`src/rtl/wb_cmd_master_pkg.sv`:
```
// Shared types for the Wishbone command master: FSM states, response
// status codes and the counter width helper.
package wb_cmd_master_pkg;

   typedef enum logic [2:0] {
      S_IDLE,
      S_REQ,
      S_WAIT,
      S_BACKOFF,
      S_RSP
   } state_t;

   localparam logic [1:0] ST_OK        = 2'b00;
   localparam logic [1:0] ST_BUS_ERR   = 2'b01;
   localparam logic [1:0] ST_TIMEOUT   = 2'b10;
   localparam logic [1:0] ST_RETRY_EXH = 2'b11;

   // Bits needed to hold 0..max_val; never narrower than one bit so a
   // disabled (zero) limit still yields a legal vector.
   function automatic int cnt_width(input int max_val);
      if (max_val < 1) begin
         return 1;
      end
      return $clog2(max_val + 1);
   endfunction

endpackage

```
`src/rtl/wb_cmd_master.sv`:
```
// Pipelined Wishbone B4 initiator: turns a valid/ready command stream into
// single bus cycles, one outstanding at a time, with timeout and retry
// handling, and reports data plus status on a valid/ready response stream.
module wb_cmd_master
   import wb_cmd_master_pkg::*;
#(
   parameter int ADDR_WIDTH = 16,
   parameter int TIMEOUT    = 255,
   parameter int MAX_RETRY  = 3
) (
   input  logic                  clk_i,
   input  logic                  rst_n_i,

   input  logic                  cmd_valid_i,
   output logic                  cmd_ready_o,
   input  logic                  cmd_we_i,
   input  logic [ADDR_WIDTH-1:0] cmd_adr_i,
   input  logic [31:0]           cmd_dat_i,
   input  logic [3:0]            cmd_sel_i,

   output logic                  rsp_valid_o,
   input  logic                  rsp_ready_i,
   output logic [31:0]           rsp_dat_o,
   output logic [1:0]            rsp_status_o,

   output logic                  busy_o,

   output logic                  wb_cyc_o,
   output logic                  wb_stb_o,
   output logic                  wb_we_o,
   output logic [ADDR_WIDTH-1:0] wb_adr_o,
   output logic [3:0]            wb_sel_o,
   output logic [31:0]           wb_dat_o,
   input  logic                  wb_ack_i,
   input  logic                  wb_err_i,
   input  logic                  wb_rty_i,
   input  logic                  wb_stall_i,
   input  logic [31:0]           wb_dat_i
);

   localparam int TW = cnt_width(TIMEOUT);
   localparam int RW = cnt_width(MAX_RETRY);

   state_t          state;
   logic [TW-1:0]   tmo_cnt;
   logic [RW-1:0]   retry_cnt;

   logic            in_flight;
   logic            resp_seen;
   logic [TW-1:0]   tmo_next;
   logic            tmo_hit;
   logic            fin;
   logic [1:0]      fin_status;
   logic [31:0]     fin_dat;
   logic            do_retry;

   assign busy_o = (state != S_IDLE);

   // Decode what the bus did this cycle: a response only counts once the
   // strobe has been taken (same edge in REQ, or any time in WAIT), and the
   // timeout fires only when no response arrives on the limit cycle.
   always_comb begin
      in_flight  = (state == S_REQ) || (state == S_WAIT);
      resp_seen  = in_flight && ((state == S_WAIT) || !wb_stall_i)
                   && (wb_err_i || wb_rty_i || wb_ack_i);
      tmo_next   = tmo_cnt + TW'(1);
      tmo_hit    = (TIMEOUT != 0) && (tmo_next == TW'(TIMEOUT));
      fin        = 1'b0;
      fin_status = ST_OK;
      fin_dat    = 32'h0;
      do_retry   = 1'b0;
      if (resp_seen) begin
         if (wb_err_i) begin
            fin        = 1'b1;
            fin_status = ST_BUS_ERR;
         end else if (wb_rty_i) begin
            if (retry_cnt < RW'(MAX_RETRY)) begin
               do_retry = 1'b1;
            end else begin
               fin        = 1'b1;
               fin_status = ST_RETRY_EXH;
            end
         end else begin
            fin        = 1'b1;
            fin_status = ST_OK;
            fin_dat    = wb_we_o ? 32'h0 : wb_dat_i;
         end
      end else if (in_flight && tmo_hit) begin
         fin        = 1'b1;
         fin_status = ST_TIMEOUT;
      end
   end

   // Command/bus/response state machine with all outputs registered.
   always_ff @(posedge clk_i or negedge rst_n_i) begin
      if (!rst_n_i) begin
         state        <= S_IDLE;
         tmo_cnt      <= '0;
         retry_cnt    <= '0;
         cmd_ready_o  <= 1'b0;
         rsp_valid_o  <= 1'b0;
         rsp_dat_o    <= 32'h0;
         rsp_status_o <= ST_OK;
         wb_cyc_o     <= 1'b0;
         wb_stb_o     <= 1'b0;
         wb_we_o      <= 1'b0;
         wb_adr_o     <= '0;
         wb_sel_o     <= 4'h0;
         wb_dat_o     <= 32'h0;
      end else begin
         case (state)
            S_IDLE: begin
               cmd_ready_o <= 1'b1;
               if (cmd_valid_i && cmd_ready_o) begin
                  wb_we_o     <= cmd_we_i;
                  wb_adr_o    <= cmd_adr_i;
                  wb_dat_o    <= cmd_dat_i;
                  wb_sel_o    <= cmd_sel_i;
                  retry_cnt   <= '0;
                  tmo_cnt     <= '0;
                  wb_cyc_o    <= 1'b1;
                  wb_stb_o    <= 1'b1;
                  cmd_ready_o <= 1'b0;
                  state       <= S_REQ;
               end
            end
            S_REQ, S_WAIT: begin
               if (fin) begin
                  wb_cyc_o     <= 1'b0;
                  wb_stb_o     <= 1'b0;
                  rsp_valid_o  <= 1'b1;
                  rsp_status_o <= fin_status;
                  rsp_dat_o    <= fin_dat;
                  state        <= S_RSP;
               end else if (do_retry) begin
                  retry_cnt <= retry_cnt + RW'(1);
                  wb_cyc_o  <= 1'b0;
                  wb_stb_o  <= 1'b0;
                  state     <= S_BACKOFF;
               end else begin
                  if ((state == S_REQ) && !wb_stall_i) begin
                     wb_stb_o <= 1'b0;
                     state    <= S_WAIT;
                  end
                  if (tmo_cnt != '1) begin
                     tmo_cnt <= tmo_next;
                  end
               end
            end
            S_BACKOFF: begin
               tmo_cnt  <= '0;
               wb_cyc_o <= 1'b1;
               wb_stb_o <= 1'b1;
               state    <= S_REQ;
            end
            S_RSP: begin
               if (rsp_ready_i) begin
                  rsp_valid_o <= 1'b0;
                  cmd_ready_o <= 1'b1;
                  state       <= S_IDLE;
               end
            end
            default: begin
               wb_cyc_o    <= 1'b0;
               wb_stb_o    <= 1'b0;
               rsp_valid_o <= 1'b0;
               state       <= S_IDLE;
            end
         endcase
      end
   end

endmodule

```
`config.mk`:
```
export PLATFORM = sky130hd
export DESIGN_NAME = wb_cmd_master
export DESIGN_NICKNAME = d
export VERILOG_FILES = /design/src/rtl/wb_cmd_master_pkg.sv /design/src/rtl/wb_cmd_master.sv
export SDC_FILE = /design/constraint.sdc
export NUM_CORES = 1
export LEC_CHECK = 0
export ABC_CLOCK_PERIOD_IN_PS = 2700
export CORE_ASPECT_RATIO = 1.75
export CORE_MARGIN = 2
export CORE_UTILIZATION = 61
export DETAILED_ROUTE_END_ITERATION = 7
export DONT_BUFFER_PORTS = 1
export PLACE_DENSITY = 0.77
export SLEW_MARGIN = 40
export SYNTH_ARGS = -nofsm -noshare
export SYNTH_HDL_FRONTEND = slang
export SYNTH_SLANG_ARGS = --single-unit
export TNS_END_PERCENT = 5
```
`constraint.sdc`:
```
create_clock -name clk_i -period 2.7 [get_ports clk_i]
set_clock_uncertainty 0.2 [all_clocks]
set_input_delay 0.27 -clock clk_i [delete_from_list [all_inputs] [get_ports clk_i]]
set_output_delay 0.27 -clock clk_i [all_outputs]
set_load 0.02 [all_outputs]
```
==> results of run 1 <==
-- cells in the final DEF (no fill, tap or decap), types with 2 or more instances in the layout --
cell type | Yosys | routed
mux2_2 | 53 | 53
nand2b_1 | 4 | 4
nor3_1 | 2 | 2
inv_1 | 6 | 6
a211oi_1 | 2 | 2
nand2_1 | 12 | 12
nor2_1 | 13 | 12
ha_1 | 3 | 3
a22o_1 | 33 | 33
a21oi_1 | 5 | 5
o21ai_1 | 8 | 8
and3_1 | 2 | 2
dfrtp_1 | 104 | 104
a21o_1 | 3 | 3
buf_4 | 0 | 6
o21ai_0 | 7 | 7
o31ai_1 | 5 | 5
clkbuf_16 | 0 | 9
a211o_1 | 3 | 2
dlygate4sd3_1 | 0 | 88
bufinv_16 | 0 | 2
nand3_1 | 4 | 4
-- layer usage --
layer,track usage [%],up-vias,wire length (um)
met2,53.86,171,6292
li1,-,1327,-
met1,32.02,1495,3857
met5,0,-,0
met3,8.023,39,787
met4,17.55,0,504
-- synth_stat cells (all sizes together) --
cell / number
and3: 2
a21o: 3
or2: 2
nor3: 2
nand4: 1
nand2: 12
nand3b: 1
a21oi: 6
a221oi: 1
buf: 13
clkbuf: 1
dfrtp: 104
o211ai: 1
nor4: 1
and4: 1
and2: 1
o31ai: 5
a211oi: 3
o21ai: 16
nor2b: 1
or3b: 1
o221a: 1
o21a: 1
a22oi: 1
nand3: 5
a211o: 3
ha: 3
a22o: 33
mux2i: 1
nand2b: 5
o2bb2ai: 1
a31oi: 1
nor2: 13
mux2: 53
or3: 2
a2111oi: 2
inv: 6
-- repair_timing --
action / in CTS / in global routing
hold endpoints to repair: 191 / 104
resized for setup: 0 / 1
setup endpoints to repair: 0 / 19
-- worst register-to-register path, stage by stage, from the launching register on --
cell and delay (ns):
dfrtp_1 0.46, ha_1 0.26, nand3_2 0.15, or3_4 0.39, a2111oi_4 0.40, a21oi_4 0.18
buf_8 0.21, a22o_1 0.23
-- cell type report --
type                       count  share of cell area (%)
timing repair buffer          96                   17.21
clock inverter                 5                   1.568
inverter                       6                  0.4033
sequential                   104                   46.61
clock buffer                  11                   4.347
multi-input combinational    185                   27.99
tap                           84                   1.882
-- sequential cells by signal, summed over array words and instances, names as in the netlist --
register and cells:
tmo_cnt 8, rsp_status_o 2, wb_we_o 1, wb_dat_o 32, retry_cnt 2, cmd_ready_o 1, rsp_valid_o 1, wb_sel_o 4
wb_adr_o 16, wb_stb_o 1, wb_cyc_o 1, rsp_dat_o 32, state 3
-- worst max-delay path by stage --
stage / start / end / slack (ns) / cells after the start
floorplan: tmo_cnt[0] / rsp_dat_o[0] / 0.37 / 7
global placement: tmo_cnt[0] / state[1] / 0.22 / 6
detailed placement: tmo_cnt[0] / state[1] / 0.08 / 6
CTS: tmo_cnt[0] / state[1] / 0.09 / 6
global route: tmo_cnt[1] / rsp_dat_o[0] / 0.01 / 7
finish: tmo_cnt[0] / rsp_dat_o[0] / 0.09 / 7
-- power breakdown --
group,total [mW],internal (mW),switching [mW]
Combinational,1.69,0.929,0.757
Clock,1.42,0.846,0.577
Sequential,3.79,2.28,1.51
-- cell families after synthesis --
logic type / Yosys count / share of synthesized area [%]
AOI/OAI and AO/OA: 78 / 14.61
muxes: 54 / 14.14
buffers and inverters: 20 / 3.149
and+or+nand+nor: 50 / 6.589
DFF: 104 / 60.64
adders and majority gates: 3 / 0.8747
==> summary.md, run 1 <==
| Metric | Value |
|---|---|
| Outcome | finished with violations |
| Violated checks | negative hold slack |
| Data required time at the worst endpoint | 2.72 ns |
| Fin cells | 491 |
| Fin. Hold Viols | 104 |
| Sum Neg Setup Slack | 0 ns |
| CP bufs+invs | 1 |
| Post-Syn Nets | 405 |
| WL final | 11,440 um |
| Final WS setup | 0.09006 ns |
| Dpl cells | 386 |
| # IOs | 185 |
| Fin. max-slew vios | 0 |
| R2r setup slk | 0.09 ns |
| Number of inserted diodes | 0 |
| FF-to-FF End | rsp_dat_o[0] |
| Seq/Total Area, Yosys | 60.64% |
| Peak fanout along the critical path | 27 |
| Total track usage | 30.66% |
| Die height | 115.0 um |
| CP endpoint kind | register |
| Crit path kind | register to register |
| Worst slack, placed | 0.08317 ns |
| Post-route ant nets | 0 |
| Insertion delay to the later sink of the worst-skew pair | 0.34 ns |
| R2r worst-path depth | 7 |
| Post-CTS setup buffers | 0 |
| Vias in the first global route | 3,386 |
| Reg area | 0.002603 mm2 |
| Number of max-cap violations | 0 |
| DR vias/cell | 6.175 |
| FF-to-FF Start | tmo_cnt[0] |
| Relative slew slack | 62.75% |
| Layout cells sized above 1 | 21.87% |
| Syn. warnings | 0 |
| DPL Wire Length | 6220 um |
| DR vias | 3,032 |
| Final net count | 498 |
| Synth Cell Area | 0.004292 mm2 |
| Tcrit/Tclk final | 96.66% |
| Global-route wire length before repair | 16,910 um |
| Hold_buf cts | 88 |
| Drt wl/cell | 23.30 um |
| Achievable Freq | 383.2 MHz |
| Worst path max stage delay | 0.46 ns |
| CTS tree | built |
| RePlAce Congestion | 0.8905 |
| Hold slack | -0.5841 ns |
| Pre-antenna DRT Iters | 4 |
| Clock Sink Count | 104 |
| Largest net degree at the start of global routing | 105 |
| Final Power | 6.899 mW |
| Slowest CP cell | dfrtp_1 |
| CTS H-tree depth | 3 |
| Min-delay worst type | input port to async pin |
| Post-DP Area | 0.004357 mm2 |
| Crit-path cells | ha_1 -> nand3_2 -> or3_4 -> a2111oi_4 -> a21oi_4 -> buf_8 -> a22o_1 |
| Multi-input gate area | 0.001563 mm2 |
| Final setup vio count | 0 |
| RSZ-0062 raised after global routing | false |
| Cell taking the most area after synthesis | dfrtp_1 |
| P_leak | 2.433 nW |
| Root Buffer | clkbuf_16 |
| Die width | 67.41 um |
| Largest delay share family, worst path | compound AO/OA/AOI/OAI gates |
| Die area | 0.007749 mm2 |
| Total gr overflow | 0 |
| Num CTS Buffers | 9 |
| # DRC | 0 |
| Fin util | 81.44% |
| Final min period | 2.610 ns |
| Starting density of the core | 62.59% |
| VDD IR-drop max | 875.4 uV |
| Initial DRC count | 238 |
| PortBufs | 0 |
| Post-synth top area share | 60.64% |
| Synthesized instance count | 309 |
| Crit path DAT | 2.63 ns |
| Syn Area/Cell | 13.89 um2 |
| Crit start category | register |
| Clk buf depth | 2 |
| Unique masters post-synth | 47 |
| Layout area overhead | 30.12% |
| Cell Rows | 40 |
| Tightest Pin Transition | 0.5447 ns |
| Initial antenna violation count | 0 |
| Clock transition at path regs | 0.07 ns |
| Pwr Density | 1235 mW/mm2 |
| Synth top area cells | dfrtp_1 (61%), mux2_2 (14%), a22o_1 (6.7%), buf_6 (1.8%), nor2_1 (1.1%) |
| Final non-filler cell area | 0.005584 mm2 |
| Core area | 0.006857 mm2 |
| FILL cells | 373 |
| Flops & latches, synth | 104 |
No activity file was read; power rests on OpenSTA's default activity.
==> run 2, diff against run 1 <==
ABC_AREA = 1   (was not set)
==> run 2 against run 1 <==
Against the previous run:
- the run still ends with negative hold slack left
- clock-buffer cell count shrank 1
- highest routed layer unchanged
- sequential share of layout area shrank 2.4 points
- area after synthesis grew 9.5%
- die area grew 9.1%
- sequential power is essentially flat
- flip-flop and latch count is the same
- largest power group unchanged
- worst hold slack gained 0.0019 ns
- critical endpoint is now wb_dat_o[24]
==> summary.md, run 2 <==
| Metric | Value |
|---|---|
| Fin cells | 612 |
| Tcrit/Tclk final | 85.39% |
| Insertion delay to the later sink of the worst-skew pair | 0.34 ns |
| DR vias | 3,411 |
| Achievable Freq | 433.7 MHz |
| Sum Neg Setup Slack | 0 ns |
| Clk buf depth | 2 |
| Syn. warnings | 0 |
| Outcome | finished with violations |
| RSZ-0062 raised after global routing | false |
| Fin. Hold Viols | 104 |
| Ys async rst share | 100.0% |
| R2r worst-path depth | 7 |
| Fin. max-slew vios | 0 |
| Final WS setup | 0.3944 ns |
| Final net count | 614 |
| Largest net degree at the start of global routing | 105 |
| Net switching power figure | 3.132 mW |
| Post_cts resized | 0 |
| Primary FF master, synth | dfrtp_1 |
| Cell Rows | 42 |
| Top cells by count, synth | dfrtp_1 (104), nand2_1 (68), inv_1 (53) |
| Syn Area/Cell | 10.93 um2 |
| Post-DP Area | 0.004682 mm2 |
| Root Buffer | clkbuf_16 |
| Clock Sink Count | 104 |
| R2r setup slk | 0.39 ns |
| Hold slack | -0.5821 ns |
| CP endpoint kind | register |
| Slowest CP cell | dfrtp_1 |
| Post-synth top area share | 55.36% |
| P_int | 3.937 mW |
| Vias in the first global route | 3,628 |
| Post-Syn Nets | 526 |
| Most frequent cells in the layout | dfrtp_1 (104), dlygate4sd3_1 (89), nand2_1 (68) |
| Layout area overhead | 25.15% |
| Sw frac | 44.30% |
| Synth top area cells | dfrtp_1 (55%), mux2_2 (12%), nand2_1 (5.4%), nand2_2 (4.5%), inv_1 (4.2%) |
| Logic gate share of total power | 28.0% |
| Reg power frac | 53.3% |
| DR vias/cell | 5.574 |
| Crit start category | register |
| VDD IR-drop max | 953.2 uV |
| Post-route ant nets | 0 |
| Cell taking the most area after synthesis | dfrtp_1 |
| Cell depth of the worst setup path | 7 |
| Min-delay worst type | input port to async pin |
| Largest delay share family, worst path | simple AND/OR/NAND/NOR gates |
| Flops & latches, synth | 104 |
| DPL Wire Length | 6506 um |
| Final setup vio count | 0 |
| Most numerous cell in the Yosys netlist | dfrtp_1 |
| Pwr Density | 1202 mW/mm2 |
| Hold_buf cts | 89 |
| # DRC | 0 |
| Die width | 70.36 um |
| Initial DRC count | 247 |
| Clock transition at path regs | 0.07 ns |
| Violated checks | negative hold slack |
| Global-route wire length before repair | 17,770 um |
| Tightest Pin Transition | 0.3850 ns |
| Total track usage | 27.24% |
| Crit path DAT | 2.33 ns |
| Pre-antenna DRT Iters | 5 |
| Seq/Total Area, Yosys | 55.36% |
| Num CTS Buffers | 9 |
| RePlAce Congestion | 0.8346 |
| Fin util | 78.29% |
| Peak fanout along the critical path | 45 |
| Unique masters post-synth | 35 |
| Die height | 120.1 um |
| FF-to-FF Start | state[1] |
| Drt wl/cell | 18.41 um |
| Number of max-cap violations | 0 |
| Clk pwr share | 18.7% |
| Final Power | 7.069 mW |
| Layout cells sized above 1 | 25.43% |
| CP bufs+invs | 3 |
| CTS H-tree depth | 3 |
| Starting density of the core | 62.55% |
| CTS tree | built |
| Crit path kind | register to register |
| Final min period | 2.306 ns |
| Dpl cells | 506 |
| Post-synth EDFFs | 0 |
| P_leak | 2.750 nW |
| Worst slack, placed | 0.4464 ns |
| Relative slew slack | 74.33% |
| Worst path max stage delay | 0.45 ns |
| Die area | 0.008452 mm2 |
| Final non-filler cell area | 0.005883 mm2 |
| Leading cell type in the layout, fill and taps excluded | dfrtp_1 |
| PortBufs | 0 |
| Most used cell, CP | inv_1 |
| Synth Cell Area | 0.004701 mm2 |
| Data required time at the worst endpoint | 2.73 ns |
| # IOs | 185 |
| FF-to-FF End | wb_dat_o[24] |
| WL final | 11,270 um |
| Total gr overflow | 0 |
| Core area | 0.007515 mm2 |
| Initial antenna violation count | 0 |
| Crit-path cells | nor2_1 -> inv_1 -> nor2_2 -> inv_1 -> nor2_8 -> buf_12 -> mux2_2 |
| Synthesized instance count | 430 |
| Biggest regs | rsp_dat_o x32, wb_dat_o x32, wb_adr_o x16 |
run 2: cell count changes in the layout (fill, tap and decap cells not counted), sizes merged, moves of 6 or more:
| cell | previous run | this run |
|---|---|---|
| inv | 7 | 60 |
| nand2 | 12 | 104 |
| nand3 | 5 | 17 |
| buf | 8 | 2 |
| o21ai | 16 | 45 |
| a22o | 33 | 0 |
run 2: cells by family (layout without fill, tap and decap cells):
family	count (synthesis)	after routing	synth area share [%]
AOI/OAI and AO/OA	50	50	6.308
adders and majority gates	3	3	0.7986
buffers and inverters	73	166	8.145
DFF	104	104	55.36
muxes	52	52	12.46
other	0	1	0
and+or+nand+nor	148	148	16.93
run 2: layout make-up:
class / count / area, um2
clock inverter: 6 / 78.83
tap: 88 / 110.1
clock buffer: 10 / 229.0
antenna: 1 / 2.502
timing repair buffer: 91 / 918.4
multi-input combinational: 253 / 1715
inverter: 59 / 226.5
sequential: 104 / 2603
fill: 449 / 1632
run 2: power by group through the flow:
stage | clock, mW | combinational [mW] | sequential (mW)
after floorplan | 0 | 1.74 | 3.55
after global placement | 0 | 1.75 | 3.73
after detailed placement | 0 | 1.83 | 3.74
after CTS | 1.34 | 1.94 | 3.73
after global routing | 1.41 | 2.20 | 3.83
final | 1.32 | 1.98 | 3.77
run 2: worst max-delay path by stage:
stage          startpoint            to  slack (ns)
3_5_place_dp     state[0]  wb_dat_o[28]        0.45
4_1_cts          state[0]  wb_dat_o[12]        0.43
2_1_floorplan    state[0]   wb_adr_o[0]        0.77
3_3_place_gp     state[0]  wb_dat_o[14]        0.53
6_report         state[1]  wb_dat_o[24]        0.39
5_1_grt          state[1]  wb_dat_o[24]        0.24
run 2: repair_timing:
action,4_1_cts,5_1_grt
buffers inserted,0,0
endpoints found under the setup margin,0,0
hold endpoints to repair,193,104
run 2: routing by layer:
metal | routed length [um] | vias to the layer above | track usage, %
met5 | 0 | - | 0
met2 | 5941 | 174 | 45.64
met1 | 3991 | 1651 | 31.33
met4 | 354 | 0 | 11.30
li1 | - | 1553 | -
met3 | 979 | 33 | 9.740
==> run 3, diff against run 2 <==
ABC_CLOCK_PERIOD_IN_PS = 2100   (was 2700)
CORE_UTILIZATION = 57   (was 61)
PLACE_DENSITY = 0.75   (was 0.77)
clock period = 2.1 ns   (was 2.7 ns; I/O delays follow)
==> run 3 against run 2 <==
Against the previous run:
- the run still ends with negative hold slack left
- total power is 34% higher
- critical path depth is 5 higher
- utilization is 1.9 points lower
- critical path type unchanged
==> summary.md, run 3 (synthesis results as in run 2) <==
| Metric | Value |
|---|---|
| Crit path kind | register to register |
| # DRC | 0 |
| Total gr overflow | 0 |
| Layout cells sized above 1 | 29.59% |
| Peak fanout along the critical path | 9 |
| Achievable Freq | 497.8 MHz |
| Slowest CP cell | dfrtp_1 |
| Global-route wire length before repair | 17,340 um |
| Most used routing layer | met2 |
| Relative slew slack | 75.59% |
| M2 GR Usage | 45.34% |
| CTS H-tree depth | 3 |
| RePlAce Congestion | 0.8480 |
| Insertion delay to the later sink of the worst-skew pair | 0.34 ns |
| Dpl cells | 515 |
| Final WS setup | 0.09135 ns |
| DPL Wire Length | 7086 um |
| Largest net degree at the start of global routing | 105 |
| CTS tree | built |
| Die width | 72.65 um |
| Die area | 0.009017 mm2 |
| Post-route ant nets | 0 |
| Crit start category | register |
| Vias in the first global route | 3,536 |
| Final setup vio count | 0 |
| Starting density of the core | 59.04% |
| Final Power | 9.452 mW |
| Tcrit/Tclk final | 95.65% |
| PortBufs | 0 |
| FILL cells | 483 |
| P_leak | 2.824 nW |
| Num CTS Buffers | 9 |
| Clock transition at path regs | 0.07 ns |
| Hold slack | -0.6397 ns |
| Outcome | finished with violations |
| Final min period | 2.009 ns |
| # IOs | 185 |
| Final net count | 625 |
| Tightest Pin Transition | 0.3623 ns |
| Worst slack, placed | 0.0006415 ns |
| Data required time at the worst endpoint | 2.11 ns |
| Core area | 0.007963 mm2 |
| WL final | 11,670 um |
| Cell Rows | 43 |
| Fin util | 76.41% |
| Initial antenna violation count | 0 |
| Pre-antenna DRT Iters | 4 |
| Biggest regs | rsp_dat_o x32, wb_dat_o x32, wb_adr_o x16 |
| Clk buf depth | 2 |
| VDD IR-drop max | 965.6 uV |
| CP endpoint kind | register |
| Crit-path cells | buf_6 -> nand2_2 -> nor2_4 -> nand3_2 -> nand2_2 -> nand2_1 -> nor2_2 -> nand2_4 -> nand2_8 -> clkinv_16 -> nand2_1 -> o21ai_0 |
| Total track usage | 25.60% |
| CP bufs+invs | 2 |
| Drt wl/cell | 18.70 um |
| Met1 Use GR | 27.97% |
| Root Buffer | clkbuf_16 |
| Fin. max-slew vios | 0 |
| Fin cells | 624 |
| Crit path DAT | 2.02 ns |
| Leading cell type in the layout, fill and taps excluded | dfrtp_1 |
| Worst path max stage delay | 0.40 ns |
| Largest delay share family, worst path | simple AND/OR/NAND/NOR gates |
| M3 GR Usage | 8.738% |
| Reg area | 0.002606 mm2 |
| Initial DRC count | 208 |
| Violated checks | negative hold slack |
| Pwr Density | 1553 mW/mm2 |
| Min-delay worst type | input port to async pin |
| Die height | 124.1 um |
| Layout area overhead | 29.44% |
| Number of max-cap violations | 0 |
| DR vias | 3,387 |
| Fin. Hold Viols | 104 |
| Multi-input gate area | 0.001774 mm2 |
| Most frequent cells in the layout | dfrtp_1 (101), dlygate4sd3_1 (90), nand2_1 (65) |
| DR vias/cell | 5.428 |
| Number of inserted diodes | 0 |
| Clock Sink Count | 104 |
## run 3: cell count changes in the layout (fill, tap and decap cells not counted), moves of 3 or more
| cell | delta |
|---|---|
| buf_4 | +6 |
| dfrtp_1 | -3 |
| dfrtp_2 | +3 |
| inv_8 | +3 |
| nand2_1 | -3 |
| nand3_1 | -4 |
| nand3_2 | +4 |
## run 3: path summary, 6_finish.rpt
kind	startpoint	to	slack, ns	cells past startpoint
max	tmo_cnt[1]	rsp_dat_o[6]	0.09	12
max in group asynchronous	rst_n_i	state[0]	2.14	0
min in group clk_i	wb_stall_i	wb_stb_o	0.03	6
min reg2reg	retry_cnt[1]	retry_cnt[1]	0.30	2
min	rst_n_i	retry_cnt[1]	-0.64	0
max reg2reg	tmo_cnt[1]	rsp_dat_o[6]	0.09	12
## run 3: stage by stage
stage               setup TNS [ns]  instance area, um2
finish                           0                6085
global route              -0.01720                6085
CTS                              0                5964
detailed placement               0                4737
global placement                 0                4737
floorplan                        0                4701
## run 3: timing repair
action,CTS,global route
resized for setup,0,22
endpoints found under the setup margin,6,96
hold buffers,89,1
cloned,0,2
buffers inserted,1,0
endpoints found under the hold margin,193,105
pin swaps,0,5
## run 3: area by class of cell
class / instances / share of cell area, %
clock buffer: 9 / 3.701
clock inverter: 7 / 1.501
inverter: 59 / 4.072
multi-input combinational: 253 / 29.16
sequential: 104 / 42.83
tap: 90 / 1.851
timing repair buffer: 100 / 16.51
timing repair inverter: 2 / 0.3701
## run 3: power breakdown
| group | switching (mW) | internal [mW] | total [mW] |
|---|---|---|---|
| registers | 1.90 | 2.94 | 4.83 |
| clock network | 0.768 | 0.948 | 1.72 |
| logic | 1.52 | 1.38 | 2.90 |
## run 3: metal layers
metal | vias to the layer above | wire (um) | part of all wire, %
li1 | 1581 | - | -
met1 | 1625 | 4002 | 34
met2 | 162 | 6490 | 56
met3 | 19 | 915 | 7.8
met4 | 0 | 259 | 2.2
met5 | - | 0 | 0
